===== src/rtl/tug_pkg.sv =====
// Shared definitions for the tug-of-war game blocks.
//   cpu_state_t : state encoding of the computer opponent (cpu_player)
//   LFSR_W      : width of the game's pseudo-random LFSR, used as the
//                 default data width of the blocks that consume its state
package tug_pkg;

    typedef enum logic [2:0] {
        IDLE,
        WAIT,
        SAMPLE,
        PRESS,
        COOL
    } cpu_state_t;

    localparam int LFSR_W = 9;

endpackage


===== src/rtl/cpu_player.sv =====
// Computer opponent for the tug-of-war game.
// At a fixed rate it steps the external LFSR and compares the LFSR state
// against the difficulty threshold. A hit produces a one-cycle press
// pulse, followed by a cooldown before sampling resumes.
//
// Ports:
//   clk          : system clock, rising-edge active
//   reset_n      : synchronous active-low reset
//   enable       : game running; low returns the block to IDLE
//   difficulty   : unsigned threshold, higher means more frequent presses
//   lfsr_state   : current LFSR state
//   lfsr_advance : one-cycle pulse to the LFSR enable
//   press        : one-cycle computer button press
//   busy         : high in every state except IDLE
module cpu_player
    import tug_pkg::*;
#(
    parameter int WIDTH         = LFSR_W,
    parameter int SAMPLE_PERIOD = 8,
    parameter int COOLDOWN      = 4
) (
    input  logic             clk,
    input  logic             reset_n,
    input  logic             enable,
    input  logic [WIDTH-1:0] difficulty,
    input  logic [WIDTH-1:0] lfsr_state,
    output logic             lfsr_advance,
    output logic             press,
    output logic             busy
);

    // One counter serves both the WAIT and COOL intervals, so it has to
    // hold the larger of the two terminal counts.
    localparam int CNT_MAX = (SAMPLE_PERIOD > COOLDOWN) ? SAMPLE_PERIOD : COOLDOWN;
    localparam int CNT_W   = $clog2(CNT_MAX + 1);

    localparam logic [CNT_W-1:0] WAIT_LAST = CNT_W'(SAMPLE_PERIOD - 1);
    localparam logic [CNT_W-1:0] COOL_LAST = CNT_W'(COOLDOWN - 1);

    cpu_state_t       state;
    cpu_state_t       state_next;
    logic [CNT_W-1:0] cnt;
    logic [CNT_W-1:0] cnt_next;
    logic             hit;

    // The compare uses the state held during SAMPLE; the LFSR only moves
    // on the edge that ends SAMPLE.
    assign hit = (lfsr_state < difficulty);

    // State register and interval counter.
    always_ff @(posedge clk) begin
        if (!reset_n) begin
            state <= IDLE;
            cnt   <= '0;
        end else begin
            state <= state_next;
            cnt   <= cnt_next;
        end
    end

    // Next-state logic. Dropping enable from any state goes straight to
    // IDLE, so re-enabling always begins with a full WAIT interval.
    always_comb begin
        state_next = state;
        if (!enable) begin
            state_next = IDLE;
        end else begin
            unique case (state)
                IDLE:    state_next = WAIT;
                WAIT:    if (cnt == WAIT_LAST) state_next = SAMPLE;
                SAMPLE:  state_next = hit ? PRESS : WAIT;
                PRESS:   state_next = COOL;
                COOL:    if (cnt == COOL_LAST) state_next = WAIT;
                default: state_next = IDLE;
            endcase
        end
    end

    // The counter restarts from zero on every state change and only
    // counts while dwelling in WAIT or COOL.
    always_comb begin
        cnt_next = '0;
        if ((state_next == state) && ((state == WAIT) || (state == COOL))) begin
            cnt_next = cnt + 1'b1;
        end
    end

    // Moore outputs, gated by enable so that a disable takes effect in
    // the same cycle rather than one cycle later.
    always_comb begin
        lfsr_advance = (state == SAMPLE) && enable;
        press        = (state == PRESS) && enable;
        busy         = (state != IDLE);
    end

endmodule

===== config.mk =====
export PLATFORM = sky130hd
export DESIGN_NAME = cpu_player
export DESIGN_NICKNAME = d
export VERILOG_FILES = /design/src/rtl/tug_pkg.sv /design/src/rtl/cpu_player.sv
export SDC_FILE = /design/constraint.sdc
export NUM_CORES = 1
export LEC_CHECK = 0
export BUFFER_PORTS_ARGS = -buffer_cell sky130_fd_sc_hd__buf_2
export CORE_AREA = 2 2 39 41
export CTS_CLUSTER_SIZE = 25
export DETAILED_ROUTE_END_ITERATION = 7
export DIE_AREA = 0 0 41 43
export HOLD_SLACK_MARGIN = 0.15
export PLACE_DENSITY = 0.74
export RECOVER_POWER = 50
export SKIP_LAST_GASP = 1
export SLEW_MARGIN = 30
export SYNTH_ARGS = -nofsm -noshare
export SYNTH_HDL_FRONTEND = slang
export SYNTH_SLANG_ARGS = --single-unit

===== constraint.sdc =====
create_clock -name clk -period 1.8 [get_ports clk]
set_input_delay 0.27 -clock clk [delete_from_list [all_inputs] [get_ports clk]]
set_output_delay 0.27 -clock clk [all_outputs]
set_load 0.005 [all_outputs]

# After elaboration in Yosys (flattened, before gate mapping)

Cells that the tools add are included.

Register bits after elaboration: 7
Bits of input ports: 21
Logic and storage cells: 23

Add/sub/neg operators: 1
Order comparisons: 1
Equality and inequality tests: 7
Multiplexer cells: 5
Reduce and logical (&&, ||, !) cells: 7

Operators with widths:

| cell                                                            | number |
|---|---|
| 3-bit one-hot mux with 5 select lines                           | 1 |
| 9-bit less-than comparator                                      | 1 |
| 3-bit two-way mux                                               | 3 |
| 3-bit by 2-bit == test with 1-bit output, second input constant | 2 |
| 4-bit by 1-bit adder with 4-bit output, second input constant   | 1 |
| 4-bit by 2-bit == test with 1-bit output, second input constant | 1 |
| 4-bit by 3-bit == test with 1-bit output, second input constant | 1 |
| 3-bit by 1-bit == test with 1-bit output, second input constant | 1 |
| 3-bit == test                                                   | 1 |
| 3-bit == test, second input constant                            | 1 |
| 1-bit logical AND                                               | 3 |
| 3-bit logical NOT                                               | 1 |
| 3-bit nonzero test                                              | 1 |
| 2-bit two-way mux                                               | 1 |
| 2-bit AND reduction                                             | 1 |
| 1-bit logical OR                                                | 1 |

# Longest topological paths before layout

Depth after elaboration: 7
Gate-level depth with buffers: 7

# Worst setup path after synthesis

Ideal clock, no wire load.

Path type: in2reg
Start point: input port difficulty[6]
End point: register state[1]
Library setup time: 0.066 ns
Arrival time: 1.288 ns
Required time: 1.734 ns
Path slack: 0.446 ns
Stages: 7
Buffers on the path: 0
Cells stage by stage: inv_1 > ha_1 > a211oi_1 > nor2_1 > nor4b_4 > nand3_2 > a21oi_2

Longest elaborated chain between the ends: 4

RTL lines:

| item                                  | RTL line         | source |
|---|---|---|
| start: declaration                    | cpu_player.sv:25 | `input logic [WIDTH-1:0] difficulty,` |
| 9-bit less-than comparator            | cpu_player.sv:48 | `assign hit = (lfsr_state < difficulty);` |
| 2-bit two-way mux                     | cpu_player.sv:71 | `SAMPLE: state_next = hit ? PRESS : WAIT;` |
| 3-bit one-hot mux with 5 select lines | cpu_player.sv:68 | `unique case (state)` |
| 3-bit two-way mux                     | cpu_player.sv:65 | `if (!enable) begin` |
| end signal: assignment                | cpu_player.sv:56 | `state <= state_next;` |
| end: declaration                      | cpu_player.sv:40 | `cpu_state_t state;` |

Every way passes these cells.
A chain may end at the register's enable or synchronous reset.

# Final worst setup path

Start point: register state[1]
End point: output port press

Longest elaborated chain between the ends: 2

RTL lines:

| item                                     | RTL line         | source |
|---|---|---|
| 3-bit by 2-bit == test with 1-bit output | cpu_player.sv:92 | `press = (state == PRESS) && enable;` |
| 1-bit logical AND                        | cpu_player.sv:92 |  |
| end: declaration                         | cpu_player.sv:28 | `output logic press,` |

Every way passes these cells.

==> flow_summary.json <==
{
  "syn_nets": 102,
  "maxSlewViolCount": 0,
  "antenna_cells": 0,
  "fp.coreArea_um2": 1380,
  "grt_pass1_wl_mm": 1.96,
  "gp_congestion": 0.646,
  "ctsHoldBuffers": 0,
  "synth_ff_type": "dfxtp_1",
  "maxCapViolCount": 0,
  "powerDensity_nw_per_um2": 510,
  "syn_inst": 72,
  "fin_skew_ns": 0.000840,
  "tightestPinTransition_ns": 0.452,
  "wl_met3_um": 64,
  "synth_top_area_share_pct": 24.0,
  "crit_slowest_cell": "dfxtp_1",
  "viasPerCell": 4.95,
  "drt_iter0_drc": 3,
  "grt_overflow": 0,
  "clockBufferDepth": 2,
  "hpwl_um": 915,
  "hold_depth": 3,
  "cp.required_ns": 1.53,
  "initial_core_util_pct": 42.1,
  "die_area_um2": 1760,
  "dr.pass1.iters": 2,
  "cts_resized": 0,
  "holdWs_ns": 0.291,
  "hold_path.startpoint": "enable",
  "wl_per_cell_um": 9.19,
  "synth-edff-count": 0,
  "r2r-end": "cnt[3]",
  "grt_max_degree": 12,
  "met2_length_um": 510,
  "root_buffer": "clkbuf_4",
  "final_area_um2": 714,
  "vias": 559,
  "clkTransAtPathRegs_ns": 0.05,
  "slowest_delay_ns": 0.39,
  "fin_crit_sh_pct": 78.8,
  "slew_headroom_pct": 69.5,
  "yosys.area.top_type": "dfxtp_1",
  "postSynthAreaPerCell_um2": 8.10,
  "die-width_um": 41,
  "boundaryPins": 24,
  "worstReg2RegStart": "cnt[0]",
  "clk_latency_ns": 0.25,
  "outcome": "finished clean",
  "route.detailed.drc": 0,
  "ir_drop_mv": 0.251,
  "r2r_slack_ns": 0.46,
  "finalSetupTns_ns": 0,
  "syn_to_final_growth_pct": 22.5,
  "portBuffers": 23,
  "crit_type": "flip-flop to output pin",
  "rsz0062_at_grt": "false",
  "cts_sinks": 7,
  "p_leak_nw": 0.365,
  "antenna_left": 0,
  "cts_tree": "done",
  "final_cell_mix": "buf_2, inv_1, nor2_1, ha_1, dfxtp_1",
  "drt-total-wl_mm": 1.04,
  "ys_async_sr_fraction_pct": 0,
  "min_to": "state[1]",
  "post_dp_cell_area_um2": 703,
  "synthTopCellsByArea": "dfxtp_1, ha_1, inv_1",
  "r2r_cells": 4,
  "grtUsageTotal_pct": 16.3,
  "fmax_ghz": 0.705,
  "drive_gt1_share_pct": 32.0,
  "yosys_warnings": 0,
  "ys_seq_area_share_pct": 24.0,
  "startpoint_type": "flip-flop",
  "worst-path-max-fanout": 5,
  "num_rows": 14,
  "setup_viol": 0,
  "grt_pass1_vias": 567,
  "end_kind": "output pin",
  "wl_met1_um": 444,
  "cts_setup_buffers": 0,
  "htreeDepth": 1,
  "hold_class": "input pin to flip-flop",
  "critical_path_arrival_ns": 1.15,
  "routed.top_layer": "met4",
  "crit_chain": "inv_2 -> nor2_2 -> and3_1 -> buf_2",
  "min_period_ns": 1.42,
  "antenna_found_initial": 0,
  "die_height_um": 43,
  "numCtsBuffers": 3,
  "finalHoldViolCount": 0,
  "yosys.cell_types.count": 31,
  "syn-cell-area_um2": 583,
  "ys_ff_latch": 7,
  "final_nets": 128,
  "fillers": 137,
  "final_common_cell": "buf_2"
}
## area by class of cell
class | instances | area [um^2] | share of cell area [%]
multi-input cells | 53 | 375 | 52.5
flip-flops and latches | 7 | 140 | 19.6
repair buffers | 23 | 115 | 16.1
inverters | 10 | 37.5 | 5.25
clock buffers | 4 | 26.3 | 3.68
well taps | 16 | 20.0 | 2.80
## sequential cells by signal (all words and copies together) (netlist names)
register	cells
cnt	4
state	3
## worst max path at each step
| stage | startpoint | end | slack, ns |
|---|---|---|---|
| after floorplan | difficulty[6] | state[1] | 0.45 |
| after global placement | difficulty[6] | state[1] | 0.33 |
| after detailed placement | difficulty[6] | state[1] | 0.29 |
| after CTS | state[0] | busy | 0.34 |
| after global routing | state[1] | press | 0.27 |
| final | state[1] | press | 0.38 |
## through the flow
step | util (%) | setup WS (ns) | std cells | power (mW)
6_report | 51.6 | 0.381 | 113 | 0.365
5_1_grt | 51.6 | 0.267 | 113 | 0.391
4_1_cts | 52.7 | 0.342 | 113 | 0.376
3_5_place_dp | 50.8 | 0.294 | 109 | 0.232
3_3_place_gp | 50.8 | 0.326 | 109 | 0.228
2_1_floorplan | - | 0.446 | 72 | 0.203
## worst max-delay path, delay by kind of cell, from the launching register on
kind / cells / cell delay [ns]
AND/OR/NAND/NOR: 2 / 0.34
buffers and inverters: 2 / 0.17
flip-flops: 1 / 0.39
## synthesized netlist by cell type, drive strengths merged (2+ instances only)
library cell / count
inv: 10
nand3: 4
ha: 9
nor4b: 2
a21oi: 3
o21ai: 5
dfxtp: 7
nand2: 5
xor2: 2
nor2: 10
## power by group
group          switching [mW]  total [mW]  internal (mW)
clock network          0.0560       0.140         0.0845
registers             0.00375       0.161          0.157
logic                  0.0286      0.0634         0.0348
total                  0.0883       0.365          0.276
## metal layers
layer / GRT usage [%] / up-vias
met3: 3.14 / 2
met4: 12.0 / 0
met1: 16.8 / 239
met5: 0 / -
li1: - / 297
met2: 26.9 / 21
## logic make-up after synthesis
family | Yosys count | synth area share, %
muxes | 1 | 1.72
and+or+nand+nor | 29 | 30.3
AOI/OAI and AO/OA | 11 | 11.2
DFF | 7 | 24.0
adders and majority gates | 9 | 19.3
buffers and inverters | 12 | 9.01
xor gates and xnor gates | 3 | 4.51
Note: power is estimated with default switching activity, not from simulation.
